==> config.mk <==
export PLATFORM = sky130hd
export DESIGN_NAME = zuse_host_link
export DESIGN_NICKNAME = d
export VERILOG_FILES = /design/src/rtl/zuse_pkg.sv /design/src/rtl/zuse_link_timeout.sv /design/src/rtl/zuse_host_link.sv
export SDC_FILE = /design/constraint.sdc
export NUM_CORES = 1
export LEC_CHECK = 0
export ABC_AREA = 1
export CAP_MARGIN = 20
export CORE_ASPECT_RATIO = 1.5
export CORE_MARGIN = 2
export CORE_UTILIZATION = 49
export CTS_CLUSTER_DIAMETER = 150
export CTS_CLUSTER_SIZE = 20
export DETAILED_ROUTE_END_ITERATION = 12
export GPL_ROUTABILITY_DRIVEN = 0
export PLACE_DENSITY = 0.72
export SYNTH_ARGS = -nofsm -noshare
export SYNTH_HDL_FRONTEND = slang
export SYNTH_SLANG_ARGS = --single-unit
==> constraint.sdc <==
create_clock -name clk -period 1.5 [get_ports clk]
set_input_delay 0.15 -clock clk [delete_from_list [all_inputs] [get_ports clk]]
set_output_delay 0.15 -clock clk [all_outputs]
set_load 0.01 [all_outputs]
==> src/rtl/zuse_pkg.sv <==
// Shared tinyZuse byte-protocol definitions: command bytes, request opcodes,
// operand widths and the 3-byte operand pack/unpack helpers.
package zuse_pkg;

  localparam int E_W = 7;
  localparam int M_W = 15;

  localparam logic [7:0] CMD_SETR1  = 8'h81;
  localparam logic [7:0] CMD_SETR2  = 8'h82;
  localparam logic [7:0] CMD_READR1 = 8'h83;
  localparam logic [7:0] CMD_READR2 = 8'h84;
  localparam logic [7:0] CMD_READRS = 8'h85;
  localparam logic [7:0] CMD_ADD    = 8'h89;

  localparam logic [2:0] OP_SETR1  = 3'd0;
  localparam logic [2:0] OP_SETR2  = 3'd1;
  localparam logic [2:0] OP_READR1 = 3'd2;
  localparam logic [2:0] OP_READR2 = 3'd3;
  localparam logic [2:0] OP_READRS = 3'd4;
  localparam logic [2:0] OP_ADD    = 3'd5;

  typedef enum logic [2:0] {
    ST_IDLE   = 3'd0,
    ST_SEND   = 3'd1,
    ST_GAP    = 3'd2,
    ST_TXWAIT = 3'd3,
    ST_RECV   = 3'd4,
    ST_RESP   = 3'd5
  } link_state_e;

  // Wire order is byte0, byte1, byte2 from MSB to LSB of the result.
  function automatic logic [23:0] pack_operand(input logic [E_W-1:0] e, input logic [M_W-1:0] m);
    return {1'b0, e, m[14:7], m[6:0], 1'b0};
  endfunction

  function automatic logic [E_W-1:0] unpack_e(input logic [7:0] b0);
    return b0[6:0];
  endfunction

  function automatic logic [M_W-1:0] unpack_m(input logic [7:0] b1, input logic [7:0] b2);
    return {b1, b2[7:1]};
  endfunction

  function automatic logic op_is_legal(input logic [2:0] op);
    return (op <= OP_ADD);
  endfunction

  function automatic logic op_is_read(input logic [2:0] op);
    return (op == OP_READR1) || (op == OP_READR2) || (op == OP_READRS);
  endfunction

  function automatic logic [7:0] op_cmd(input logic [2:0] op);
    logic [7:0] cmd;
    case (op)
      OP_SETR1:  cmd = CMD_SETR1;
      OP_SETR2:  cmd = CMD_SETR2;
      OP_READR1: cmd = CMD_READR1;
      OP_READR2: cmd = CMD_READR2;
      OP_READRS: cmd = CMD_READRS;
      OP_ADD:    cmd = CMD_ADD;
      default:   cmd = 8'h00;
    endcase
    return cmd;
  endfunction

endpackage

==> src/rtl/zuse_link_timeout.sv <==
// Saturating reply-gap counter: clr loads zero, en counts up, expired flags
// the last permitted cycle (TIMEOUT_CYCLES-1).
module zuse_link_timeout #(
  parameter int TIMEOUT_CYCLES = 50000
) (
  input  logic clk,
  input  logic rst_n,
  input  logic clr,
  input  logic en,
  output logic expired
);

  localparam int CW = $clog2(TIMEOUT_CYCLES);

  logic [CW-1:0] cnt_r;

  // Counter register; holds at all-ones rather than wrapping.
  always_ff @(posedge clk or negedge rst_n) begin
    if (!rst_n) begin
      cnt_r <= {CW{1'b0}};
    end else if (clr) begin
      cnt_r <= {CW{1'b0}};
    end else if (en && (cnt_r != {CW{1'b1}})) begin
      cnt_r <= cnt_r + {{(CW-1){1'b0}}, 1'b1};
    end else begin
      cnt_r <= cnt_r;
    end
  end

  assign expired = (cnt_r == CW'(TIMEOUT_CYCLES - 1));

endmodule

==> src/rtl/zuse_host_link.sv <==
// Host-side tinyZuse UART command initiator. Define ZUSE_AUTO_READRS_EN to make
// ADD automatically follow up with READRS and return the sum.
module zuse_host_link
  import zuse_pkg::*;
#(
  parameter int TIMEOUT_CYCLES = 50000,
  parameter int TX_GAP         = 2
) (
  input  logic           clk,
  input  logic           rst_n,
  input  logic           req_valid,
  output logic           req_ready,
  input  logic [2:0]     req_op,
  input  logic [E_W-1:0] req_e,
  input  logic [M_W-1:0] req_m,
  output logic           rsp_valid,
  input  logic           rsp_ready,
  output logic [E_W-1:0] rsp_e,
  output logic [M_W-1:0] rsp_m,
  output logic           rsp_err,
  output logic [7:0]     tx_data,
  output logic           tx_start,
  input  logic           tx_busy,
  input  logic [7:0]     rx_data,
  input  logic           rx_done
);

  link_state_e    state_r, state_s;
  logic [1:0]     idx_r, idx_s;
  logic [7:0]     gap_r, gap_s;
  logic [2:0]     op_r, op_s;
  logic [E_W-1:0] e_r, e_s;
  logic [M_W-1:0] m_r, m_s;
  logic           auto_r, auto_s;
  logic [1:0]     rx_cnt_r, rx_cnt_s;
  logic [7:0]     rx_b0_r, rx_b0_s;
  logic [7:0]     rx_b1_r, rx_b1_s;
  logic           rsp_valid_r, rsp_valid_s;
  logic           rsp_err_r, rsp_err_s;
  logic [E_W-1:0] rsp_e_r, rsp_e_s;
  logic [M_W-1:0] rsp_m_r, rsp_m_s;
  logic [7:0]     tx_data_r, tx_data_s;
  logic           req_ready_r, req_ready_s;
  logic           tx_start_s;
  logic           tmo_clr_s, tmo_en_s, tmo_expired_s;
  logic [1:0]     last_idx_s;

  // Byte idx of the frame: 0 is the command, 1..3 the packed operand.
  function automatic logic [7:0] byte_for(input logic [2:0] op, input logic [E_W-1:0] e,
                                          input logic [M_W-1:0] m, input logic [1:0] idx,
                                          input logic auto_rs);
    logic [23:0] opnd;
    logic [7:0]  b;
    opnd = pack_operand(e, m);
    case (idx)
      2'd0:    b = auto_rs ? CMD_READRS : op_cmd(op);
      2'd1:    b = opnd[23:16];
      2'd2:    b = opnd[15:8];
      2'd3:    b = opnd[7:0];
      default: b = 8'h00;
    endcase
    return b;
  endfunction

  zuse_link_timeout #(.TIMEOUT_CYCLES(TIMEOUT_CYCLES)) u_timeout (
    .clk     (clk),
    .rst_n   (rst_n),
    .clr     (tmo_clr_s),
    .en      (tmo_en_s),
    .expired (tmo_expired_s)
  );

  // Next-state and next-output logic for the request/byte sequencer.
  always_comb begin
    state_s     = state_r;
    idx_s       = idx_r;
    gap_s       = gap_r;
    op_s        = op_r;
    e_s         = e_r;
    m_s         = m_r;
    auto_s      = auto_r;
    rx_cnt_s    = rx_cnt_r;
    rx_b0_s     = rx_b0_r;
    rx_b1_s     = rx_b1_r;
    rsp_valid_s = rsp_valid_r;
    rsp_err_s   = rsp_err_r;
    rsp_e_s     = rsp_e_r;
    rsp_m_s     = rsp_m_r;
    tx_data_s   = tx_data_r;
    tx_start_s  = 1'b0;
    tmo_clr_s   = 1'b1;
    tmo_en_s    = 1'b0;
    last_idx_s  = ((op_r == OP_SETR1) || (op_r == OP_SETR2)) ? 2'd3 : 2'd0;

    case (state_r)
      ST_IDLE: begin
        if (req_valid) begin
          op_s     = req_op;
          e_s      = req_e;
          m_s      = req_m;
          idx_s    = 2'd0;
          auto_s   = 1'b0;
          rx_cnt_s = 2'd0;
          if (!op_is_legal(req_op)) begin
            state_s     = ST_RESP;
            rsp_valid_s = 1'b1;
            rsp_err_s   = 1'b1;
            rsp_e_s     = {E_W{1'b0}};
            rsp_m_s     = {M_W{1'b0}};
          end else begin
            state_s   = ST_SEND;
            tx_data_s = byte_for(req_op, req_e, req_m, 2'd0, 1'b0);
          end
        end else begin
          state_s = ST_IDLE;
        end
      end
      ST_SEND: begin
        if (!tx_busy) begin
          tx_start_s = 1'b1;
          gap_s      = 8'd0;
          state_s    = ST_GAP;
        end else begin
          state_s = ST_SEND;
        end
      end
      ST_GAP: begin
        if (gap_r >= 8'(TX_GAP - 1)) begin
          state_s = ST_TXWAIT;
        end else begin
          gap_s = gap_r + 8'd1;
        end
      end
      ST_TXWAIT: begin
        if (tx_busy) begin
          state_s = ST_TXWAIT;
        end else if (idx_r != last_idx_s) begin
          idx_s     = idx_r + 2'd1;
          tx_data_s = byte_for(op_r, e_r, m_r, idx_r + 2'd1, auto_r);
          state_s   = ST_SEND;
        end else if (op_is_read(op_r) || auto_r) begin
          rx_cnt_s = 2'd0;
          state_s  = ST_RECV;
        end else begin
`ifdef ZUSE_AUTO_READRS_EN
          if (op_r == OP_ADD) begin
            auto_s    = 1'b1;
            idx_s     = 2'd0;
            tx_data_s = CMD_READRS;
            state_s   = ST_SEND;
          end else begin
            state_s     = ST_RESP;
            rsp_valid_s = 1'b1;
            rsp_err_s   = 1'b0;
            rsp_e_s     = {E_W{1'b0}};
            rsp_m_s     = {M_W{1'b0}};
          end
`else
          state_s     = ST_RESP;
          rsp_valid_s = 1'b1;
          rsp_err_s   = 1'b0;
          rsp_e_s     = {E_W{1'b0}};
          rsp_m_s     = {M_W{1'b0}};
`endif
        end
      end
      ST_RECV: begin
        tmo_clr_s = 1'b0;
        tmo_en_s  = 1'b1;
        // A byte arriving on the expiry cycle takes priority over the timeout.
        if (rx_done) begin
          tmo_clr_s = 1'b1;
          case (rx_cnt_r)
            2'd0: begin
              rx_b0_s  = rx_data;
              rx_cnt_s = 2'd1;
            end
            2'd1: begin
              rx_b1_s  = rx_data;
              rx_cnt_s = 2'd2;
            end
            default: begin
              state_s     = ST_RESP;
              rsp_valid_s = 1'b1;
              rsp_err_s   = 1'b0;
              rsp_e_s     = unpack_e(rx_b0_r);
              rsp_m_s     = unpack_m(rx_b1_r, rx_data);
            end
          endcase
        end else if (tmo_expired_s) begin
          state_s     = ST_RESP;
          rsp_valid_s = 1'b1;
          rsp_err_s   = 1'b1;
          rsp_e_s     = {E_W{1'b0}};
          rsp_m_s     = {M_W{1'b0}};
        end else begin
          state_s = ST_RECV;
        end
      end
      ST_RESP: begin
        if (rsp_ready) begin
          state_s     = ST_IDLE;
          rsp_valid_s = 1'b0;
          rsp_err_s   = 1'b0;
          rsp_e_s     = {E_W{1'b0}};
          rsp_m_s     = {M_W{1'b0}};
        end else begin
          state_s = ST_RESP;
        end
      end
      default: begin
        state_s = ST_IDLE;
      end
    endcase

    req_ready_s = (state_s == ST_IDLE);
  end

  // State and output registers.
  always_ff @(posedge clk or negedge rst_n) begin
    if (!rst_n) begin
      state_r     <= ST_IDLE;
      idx_r       <= 2'd0;
      gap_r       <= 8'd0;
      op_r        <= 3'd0;
      e_r         <= {E_W{1'b0}};
      m_r         <= {M_W{1'b0}};
      auto_r      <= 1'b0;
      rx_cnt_r    <= 2'd0;
      rx_b0_r     <= 8'd0;
      rx_b1_r     <= 8'd0;
      rsp_valid_r <= 1'b0;
      rsp_err_r   <= 1'b0;
      rsp_e_r     <= {E_W{1'b0}};
      rsp_m_r     <= {M_W{1'b0}};
      tx_data_r   <= 8'd0;
      req_ready_r <= 1'b1;
    end else begin
      state_r     <= state_s;
      idx_r       <= idx_s;
      gap_r       <= gap_s;
      op_r        <= op_s;
      e_r         <= e_s;
      m_r         <= m_s;
      auto_r      <= auto_s;
      rx_cnt_r    <= rx_cnt_s;
      rx_b0_r     <= rx_b0_s;
      rx_b1_r     <= rx_b1_s;
      rsp_valid_r <= rsp_valid_s;
      rsp_err_r   <= rsp_err_s;
      rsp_e_r     <= rsp_e_s;
      rsp_m_r     <= rsp_m_s;
      tx_data_r   <= tx_data_s;
      req_ready_r <= req_ready_s;
    end
  end

  // tx_start is combinational so the strobe lands the cycle after accept.
  assign tx_start  = tx_start_s;
  assign tx_data   = tx_data_r;
  assign req_ready = req_ready_r;
  assign rsp_valid = rsp_valid_r;
  assign rsp_err   = rsp_err_r;
  assign rsp_e     = rsp_e_r;
  assign rsp_m     = rsp_m_r;

endmodule

==> results.md <==
* Count leader, synth: nand2_1
* Initial antenna violation count at 0
* Worst Path Buf+Inv at 3
* Layout cells sized above 1 at 37.8%
* IO buf count at 72
* Max-Cap Viols at 0
* Slew Limit Fails at 0
* Die height at 129 µm
* DRC at 0
* Initial Util at 50.4%
* Simple-gate portion of the synthesized area at 28.3%
* DR vias at 5230
* Worst skew pair latency at 0.37 ns
* Crit. End Element: register
* Clock root buffer: clkbuf_16
* DRT iter0 DRCs at 515
* TritonCTS Sinks at 104
* Core area at 10200 µm²
* Top post-synthesis cells by area: dfrtp_1 50%, nand2_1 13%, nand3_1 6.6%, inv_1 5.2%, nor2_1 4.9%
* Hold Fails Final Rpt at 0
* Synthesized flop and latch total at 104
* Clk buf depth at 2
* Seq/Total Area, Yosys at 50.7%
* Syn. warnings at 0
* Nets at 844
* Cell family with most CP delay: simple AND/OR/NAND/NOR gates
* Synth Area in XOR/XNOR at 0.683%
* DR vias/cell at 5.55
* Antenna Violating Nets Remaining at 0
* Syn nets at 667
* Worst hold path type: in -> async
* Worst endpoint data arrival time at 2.04 ns
* Post-synthesis compound-gate area fraction at 5.58%
* Pwr dens at 1800 nW/µm²
* Largest family of logic cells by synthesized area: simple AND/OR/NAND/NOR gates
* Unrepaired setup endpoints after global routing: true
* Yosys top cell by area: dfrtp_1
* Vias in the first global route at 4944
* Final WS setup at -0.282 ns
* N_diodes at 0
* TritonCTS clock tree: built
* Status: finished, violations left
* Total GRT Usage at 26.0%
* Max stage delay on crit path at 0.45 ns
* Share of the synthesized area in the top cell type at 50.2%
* Total power draw at 14.5 mW
* Crit-path cells: buf_4 > a21oi_2 > nand3_4 > nand2_4 > inv_4 > nor2_8 > buf_12 > nand2_8 > nand2_2 > nand2_1
* Mapped Area at 5130 µm²
* EDFF count, synth at 0
* Leak pwr at 4.01 nW
* Routed wire length at 16900 µm
* Min Tclk post-route at 1.78 ns
* Share of synthesized registers carrying an async set or reset at 100%
* Setup Skew at 0.0107 ns
* Ports at 73
* Placement Setup Slack at -0.232 ns
* Total grt overflow at 0
* DRT Pass-1 Iters at 5
* Cell variety after synth at 35
* Worst Setup Start Kind: register
* Gate Count Post-Synth at 620
* Area growth, synth to finish at 57.4%
* First-pass GRT wire length at 22900 µm
* CP max stage cell: dfrtp_2
* Post-synthesis mux area share at 4.83%
* Area share of fa/ha/maj cells after synthesis at 1.95%
* Post-synth top flop: dfrtp_1
* Fmax at 561 MHz
* Setup violations, final at 92
* Slew headroom at 74.0%
* Final Cycle Share at 119%
* VDD IR max at 1.27 mV
* Failing checks: setup timing
* Largest net degree at the start of global routing at 49
* Die ar. at 11300 µm²
* Post-synth top cells: 172 x nand2_1, 103 x dfrtp_1, 71 x inv_1
* FP Rows at 45
* H-Tree Depth at 3
* Total CTS buffers at 9
* WL/cell at 17.9 µm
* WS Path Type: reg -> reg
* Worst path required time at 1.76 ns
* Hpwl dp at 8850 µm
* Slew @ Worst Pin at 0.389 ns
* Crit Path Max Fanout at 6
* Synthesized area per cell at 8.28 µm²
* Clock-pin transition on the worst setup and hold timing paths at 0.08 ns
* Die extent in x at 87.6 µm
==> path summary, 6_finish.rpt <==
check	depth (start not counted)	start	end	slack (ns)
setup / recovery	10	state_r[0]	rsp_m[8]	-0.28
max in group asynchronous	3	rst_n	u_timeout.cnt_r[9]	0.72
setup reg to reg	10	state_r[0]	rsp_m[8]	-0.28
hold reg to reg	2	rsp_e[3]	rsp_e[3]	0.48
hold / removal	2	rst_n	gap_r[7]	0.22
min in group clk	2	req_m[0]	m_r[0]	0.40
==> area by class of cell <==
cell class | instances | area, µm²
clock buffer | 9 | 225
sequential | 104 | 2610
timing repair buffer | 178 | 1870
tap | 141 | 176
multi-input combinational | 423 | 2810
fill | 558 | 2110
clock inverter | 7 | 72.6
inverter | 81 | 319
==> metrics by stage <==
step / setup TNS, ns / area [µm²] / utilization [%] / hold WS (ns) / instances
final: -15.21 / 8080 / 79.3 / 0.219 / 943
after global routing: -19.91 / 8080 / 79.3 / 0.249 / 943
after global placement: -6.54 / 6550 / 64.3 / 0.0654 / 889
after CTS: -8.50 / 7540 / 74.0 / 0.231 / 934
after detailed placement: -10.78 / 6550 / 64.3 / 0.0710 / 889
after floorplan: 0 / 5140 / - / -0.146 / 620
==> repair_timing <==
action,4_1_cts,5_1_grt
hold buffers,1,0
setup buffers,22,9
pin swaps,29,33
gates resized for setup,106,135
endpoints found under the hold margin,21,0
endpoints found under the setup margin,90,97
gates cloned,8,2
==> layout by cell type, fill, tap and decap left out, drive strengths merged <==
cell / count
nor4: 1
bufbuf: 1
or2: 4
a21oi: 14
dlygate4sd3: 1
buf: 105
nand2: 180
o31ai: 1
dfstp: 1
o22ai: 7
o21ai: 25
ha: 8
o211ai: 2
nor3: 5
nand4: 4
xor2: 3
nand3: 71
xnor2: 1
clkbuf: 10
dfrtp: 103
mux2: 22
a22o: 2
dlygate4sd2: 1
dlymetal6s2s: 3
clkinv: 4
clkdlybuf4s50: 66
nor2: 73
inv: 84
==> state kept, by name (all words and copies together) (netlist names) <==
name	cells
rsp_err	1
e_r	7
rx_b1_r	8
rsp_e	7
rx_cnt_r	2
u_timeout.cnt_r	16
req_ready	1
rsp_m	15
idx_r	2
rx_b0_r	7
op_r	3
gap_r	8
state_r	3
m_r	15
rsp_valid	1
tx_data	8
==> report_power, final <==
| group | leakage, nW | internal [mW] | switching, mW |
|---|---|---|---|
| combinational | 2.53 | 3.70 | 4.22 |
| clock | 0.149 | 1.18 | 1.21 |
| sequential | 1.33 | 3.68 | 0.527 |
==> cell families (layout without fill, tap and decap cells) <==
family	count (synthesis)	in the layout
multiplexers	22	22
adder cells (fa/ha/maj)	8	8
AND/OR/NAND/NOR	335	338
XOR/XNOR	4	4
flip-flops	104	104
buffers and inverters	96	275
AO/OA/AOI/OAI	51	51
==> routing by layer <==
layer | part of all wire (%) | up-vias | track usage (%)
met1 | 34 | 2545 | 28.7
met2 | 55 | 264 | 47.1
met3 | 5.5 | 90 | 4.33
li1 | - | 2331 | -
met4 | 5.5 | 0 | 13.1
met5 | 0 | - | 0
Note: power is estimated with default switching activity, not from simulation.
